## src/rtl/cle361_wr.sv

```systemverilog
// cle361_wr: memory-mapped serial write port.
//
// A single-entry holding register accepts bytes from the host bus and feeds
// a UART-style transmitter. Each frame is one start bit (0), eight data bits
// LSB first, an optional odd-parity bit, and one stop bit (1). Every bit
// lasts DIV clock cycles. The transmitter runs back-to-back when another
// byte is waiting at the end of a stop bit.
//
// Ports:
//   clk      system clock, rising edge
//   rst_n    asynchronous active-low reset
//   sser_n   serial-port select, active low
//   ba13     window decode, must be 0
//   ba12     window decode, must be 1
//   ba7_4    register select: 0 = data, 1 = control/status
//   br_w     bus direction: 1 = read, 0 = write
//   bd       bus write data
//   sdwr     serial data out, idle high
//   busy     high while a frame is being sent
//   rd_data  status {5'b0, ovr, hold_full, busy} when rd_oe, else 0
//   rd_oe    high during a status read
module cle361_wr #(
  parameter int unsigned DIV = 4
) (
  input  logic       clk,
  input  logic       rst_n,
  input  logic       sser_n,
  input  logic       ba13,
  input  logic       ba12,
  input  logic [3:0] ba7_4,
  input  logic       br_w,
  input  logic [7:0] bd,
  output logic       sdwr,
  output logic       busy,
  output logic [7:0] rd_data,
  output logic       rd_oe
);

  localparam logic [7:0] DivLast = 8'(DIV - 1);

  typedef enum logic [2:0] {
    StIdle,
    StStart,
    StData,
    StParity,
    StStop
  } state_e;

  state_e     state_q;
  logic [7:0] div_q;
  logic [2:0] bit_q;
  logic [7:0] shift_q;
  logic       par_q;      // parity enable latched for the frame in flight
  logic       par_bit_q;  // odd-parity bit of the frame in flight
  logic       sdwr_q;
  logic       busy_q;

  logic [7:0] hold_q;
  logic       hold_full_q;
  logic       ovr_q;
  logic       par_en_q;
  logic       wr_q;

  logic acc, wr, rd, wr_edge, data_wr, ctrl_wr;
  logic bit_end, tx_load, ovr_set, ovr_clr;

  // Bus decode and write-edge detection.
  always_comb begin
    acc     = ~sser_n & ~ba13 & ba12;
    wr      = acc & ~br_w;
    rd      = acc & br_w;
    wr_edge = wr & ~wr_q;
    data_wr = wr_edge & (ba7_4 == 4'd0);
    ctrl_wr = wr_edge & (ba7_4 == 4'd1);
  end

  // The transmitter takes the holding byte from IDLE, or at the end of a
  // stop bit so consecutive frames abut with no idle gap.
  always_comb begin
    bit_end = (div_q == 8'd0);
    tx_load = hold_full_q & ((state_q == StIdle) | ((state_q == StStop) & bit_end));
    ovr_set = data_wr & hold_full_q & ~tx_load;
    ovr_clr = ctrl_wr & bd[1];
  end

  // Host-side registers.
  always_ff @(posedge clk or negedge rst_n) begin
    if (!rst_n) begin
      hold_q      <= 8'h00;
      hold_full_q <= 1'b0;
      ovr_q       <= 1'b0;
      par_en_q    <= 1'b0;
      wr_q        <= 1'b0;
    end else begin
      wr_q <= wr;
      // A write landing on the transfer edge refills the slot being emptied.
      if (data_wr && (!hold_full_q || tx_load)) begin
        hold_q      <= bd;
        hold_full_q <= 1'b1;
      end else if (tx_load) begin
        hold_full_q <= 1'b0;
      end
      if (ovr_set) begin
        ovr_q <= 1'b1;
      end else if (ovr_clr) begin
        ovr_q <= 1'b0;
      end
      if (ctrl_wr) begin
        par_en_q <= bd[0];
      end
    end
  end

  // Transmit FSM with registered sdwr/busy.
  always_ff @(posedge clk or negedge rst_n) begin
    if (!rst_n) begin
      state_q   <= StIdle;
      div_q     <= 8'd0;
      bit_q     <= 3'd0;
      shift_q   <= 8'h00;
      par_q     <= 1'b0;
      par_bit_q <= 1'b0;
      sdwr_q    <= 1'b1;
      busy_q    <= 1'b0;
    end else if (tx_load) begin
      shift_q   <= hold_q;
      par_bit_q <= ~^hold_q;
      par_q     <= par_en_q;
      div_q     <= DivLast;
      bit_q     <= 3'd0;
      state_q   <= StStart;
      sdwr_q    <= 1'b0;
      busy_q    <= 1'b1;
    end else begin
      if (state_q != StIdle) begin
        div_q <= bit_end ? DivLast : div_q - 8'd1;
      end
      unique case (state_q)
        StIdle: begin
          sdwr_q <= 1'b1;
          busy_q <= 1'b0;
        end
        StStart: begin
          if (bit_end) begin
            state_q <= StData;
            bit_q   <= 3'd0;
            sdwr_q  <= shift_q[0];
          end
        end
        StData: begin
          if (bit_end) begin
            if (bit_q == 3'd7) begin
              state_q <= par_q ? StParity : StStop;
              sdwr_q  <= par_q ? par_bit_q : 1'b1;
            end else begin
              bit_q   <= bit_q + 3'd1;
              shift_q <= shift_q >> 1;
              sdwr_q  <= shift_q[1];
            end
          end
        end
        StParity: begin
          if (bit_end) begin
            state_q <= StStop;
            sdwr_q  <= 1'b1;
          end
        end
        StStop: begin
          // Reload with a waiting byte is handled by tx_load above.
          if (bit_end) begin
            state_q <= StIdle;
            busy_q  <= 1'b0;
            sdwr_q  <= 1'b1;
          end
        end
        default: begin
          state_q <= StIdle;
          sdwr_q  <= 1'b1;
          busy_q  <= 1'b0;
        end
      endcase
    end
  end

  assign sdwr    = sdwr_q;
  assign busy    = busy_q;
  assign rd_oe   = rd & (ba7_4 == 4'd1);
  assign rd_data = rd_oe ? {5'b00000, ovr_q, hold_full_q, busy_q} : 8'h00;

endmodule

```

## config.mk

```make
export PLATFORM = sky130hd
export DESIGN_NAME = cle361_wr
export DESIGN_NICKNAME = d
export VERILOG_FILES = /design/src/rtl/cle361_wr.sv
export SDC_FILE = /design/constraint.sdc
export NUM_CORES = 1
export LEC_CHECK = 0
export ABC_AREA = 0
export CORE_ASPECT_RATIO = 1.4
export CORE_MARGIN = 3
export CORE_UTILIZATION = 45
export CTS_CLUSTER_SIZE = 20
export DETAILED_ROUTE_END_ITERATION = 8
export GPL_ROUTABILITY_DRIVEN = 0
export PLACE_DENSITY = 0.68
export SLEW_MARGIN = 40
export SYNTH_ARGS = -nofsm -noshare
export SYNTH_HDL_FRONTEND = slang
export SYNTH_SLANG_ARGS = --single-unit
```

## constraint.sdc

```tcl
create_clock -name clk -period 2.7 [get_ports clk]
set_clock_uncertainty 0.2 [all_clocks]
set_input_delay 0.54 -clock clk [delete_from_list [all_inputs] [get_ports clk]]
set_output_delay 0.54 -clock clk [all_outputs]
set_load 0.02 [all_outputs]
```

==> summary.txt <==
Drt
  • Vias per cell: 4.92
  • DR pass1 iterations: 4
  • DRC errors left: 0
  • Per-cell routed wire length: 12.4 um
  • Final wirelength: 3550 um
  • Initial DRC count: 43
  • DR vias: 1413
  • DRT antenna net count: 0

Floorplan
  • Die width: 63.1 um
  • Die area: 5420 um2
  • FP Rows: 28
  • Initial core utilization: 47.7%
  • Die H: 85.9 um
  • Area of the core: 4310 um2
  • # IOs: 29

STA
  • Relative slew slack: 62.7%
  • # setup viols final: 0
  • Final critical-path required period: 2580 ps
  • Hold slack final: 7.88 ps
  • Part of the cycle the worst path needs: 95.5%
  • Fin. max-slew vios: 0
  • Hold Fails Final Rpt: 0
  • RSZ-0062 raised after global routing: false
  • Worst slew pin tran: 559 ps
  • Max frequency: 388 MHz

Clock network
  • Hold Buf Count CTS: 0
  • Num Clock Sinks: 38
  • CTS tree: built
  • Clk slew on worst S/H paths: 70 ps
  • CTS buffer count: 5
  • CTS root buffer: clkbuf_8
  • Post-CTS setup repair buffer count: 0
  • CTS Buffer Depth: 2
  • Htree depth: 2
  • Clock latency on the worst-skew pair: 290 ps

Yosys
  • Synth top area share: 45.1%
  • Avg Inst Size Synth: 10.5 um2
  • Gate Count Post-Synth: 196
  • Post-synth EDFFs: 0
  • Share of synthesized flip-flops with an asynchronous set or reset: 100%
  • Synth Warn #: 0
  • Synth area leader: dfrtp_1
  • Mapped cell area: 2050 um2
  • Count of cell types in the netlist: 45
  • Synth Flop Type: dfrtp_1
  • Yosys reg bits: 38
  • Largest cells by area after synthesis: dfrtp_1 45%, mux2_4 5.8%, nor2_1 4.0%
  • Sequential area share after synthesis: 46.3%

Pwr
  • Power, Total: 1.65 mW
  • Net Sw Power: 551 uW
  • VDD IR max: 0.425 mV
  • PwrDens: 672 nW/um2
  • Clk network pwr share: 24.5%
  • Internal Pwr Total: 1.10 mW
  • Reg power frac: 47.6%
  • Leak: 1.11 nW
  • Comb pwr share: 27.9%
  • Switch share: 33.4%

Worst setup path
  • Cells on worst reg2reg path: 8
  • CP Class: input pin to output port
  • FF-to-FF Start: div_q[0]
  • Critical path arrival: 1840 ps
  • Critical path launch point type: input pin
  • Worst Setup End Kind: output port
  • Crit-path max FO: 4
  • Setup slack, reg-to-reg: 480 ps
  • WP data required: 1960 ps
  • Reg2Reg Capture Point: hold_q[2]

GRT
  • Gr usage total: 14.4%
  • Vias in the first global route: 1445
  • Congestion Overflow GR: 0
  • Largest net degree at the start of global routing: 39
  • First-pass GRT wire length: 6230 um
  • Initial antenna violation count: 0

Min path
  • Min-delay worst type: input pin to asynchronous set/reset pin

Place
  • DP Wirelength: 2630 um
  • Port bufs: 23

Finish
  • Fin nets: 247
  • Layout cells sized above 1: 18.5%
  • P&R area growth vs syn: 19.6%
  • Antenna cells: 0

Flow run
  • Max_cap viols: 0

Outcome
  • Status: completed
power by group through the flow:
stage | clock network, mW | logic (mW) | registers [mW]
global placement | 0 | 0.459 | 0.797
CTS | 0.427 | 0.470 | 0.787
global route | 0.451 | 0.525 | 0.804
finish | 0.405 | 0.461 | 0.785
detailed placement | 0 | 0.466 | 0.798
floorplan | 0 | 0.393 | 0.761
per-stage QoR:
step                      area (um2)  TNS [ps]  std cells  utilization, %  setup slack [ps]
after floorplan                 2070         0        200               -               412
after global placement          2350      -700        279            54.6              -201
after detailed placement        2360      -876        279            54.7              -247
after CTS                       2450         0        287            56.8              31.1
after global routing            2460         0        287            57.0              17.5
final                           2460         0        287            57.0               122
critical path: stages:
cell,delay (ps)
clkdlybuf4s50_1,410
nor3_2,200
nand2_1,90
nor2_2,140
and2_1,130
dlygate4sd2_1,320
worst max-delay path by stage:
stage / startpoint / to / slack [ps] / cells after the start
floorplan: ba7_4[1] / rd_data[0] / 410 / 4
global placement: ba7_4[1] / rd_data[2] / -200 / 6
detailed placement: ba7_4[1] / rd_data[1] / -250 / 6
CTS: ba7_4[1] / rd_data[2] / 30 / 6
global route: ba7_4[1] / rd_data[0] / 20 / 6
finish: ba7_4[1] / rd_data[0] / 120 / 6
cell usage after synthesis (all sizes together) (2+ instances only):
master  instances
nor2           22
or2             3
nor3b           3
nor3            3
o22ai           4
and2            4
mux2            9
nand2b          3
a22oi           3
a21oi           6
o21ai          13
nor4b           2
nand3           4
dfrtp          37
inv             6
mux2i           8
buf            13
xnor2           9
nand3b          2
ha              3
xor2            5
nand2          20
cell usage in the layout, fill, tap and decap left out, types with 5 or more instances in the layout:
master and count:
buf_4 10, clkbuf_8 6, mux2_4 8, nor2_1 21, dfrtp_1 37, nand2_1 19
a21oi_1 6, o21ai_1 5, clkdlybuf4s50_1 18, xnor2_1 9, o21ai_0 7, mux2i_1 8
xor2_1 5, inv_1 6, conb_1 5
area by class of cell:
class / instances / area, um2
Fill cell: 395 / 1850
Multi-Input combinational cell: 142 / 1000
Sequential cell: 38 / 952
Timing Repair Buffer: 33 / 313
Clock buffer: 6 / 82.6
Tap cell: 60 / 75.1
Inverter: 6 / 22.5
Clock inverter: 2 / 12.5
sequential cells by signal, summed over array words and instances, names as in the netlist, 3 cells and up:
signal,flops
div_q,8
bit_q,3
state_q,3
shift_q,8
hold_q,8
what timing repair did:
| action | CTS | global route |
|---|---|---|
| resized for setup | 4 | 4 |
| setup endpoints to repair | 4 | 3 |
| cloned | 0 | 0 |
metal layers:
layer  track usage (%)  share of wire (%)  up-vias
met1              16.1                 43      665
met5                 0                  0        -
met4              4.22               0.93        0
met2              26.1                 53       26
li1                  -                  -      719
met3              4.46                3.1        3
cell families after synthesis:
group / after synthesis / synth area share (%)
simple gates: 70 / 19.1
flops: 38 / 46.3
compound gates: 33 / 10.2
buf+inv: 20 / 6.09
mux: 17 / 10.3
xor+xnor: 14 / 5.97
fa+ha+maj: 3 / 1.83
other cells: 1 / 0.183
Power figures use the tool's default switching activity.
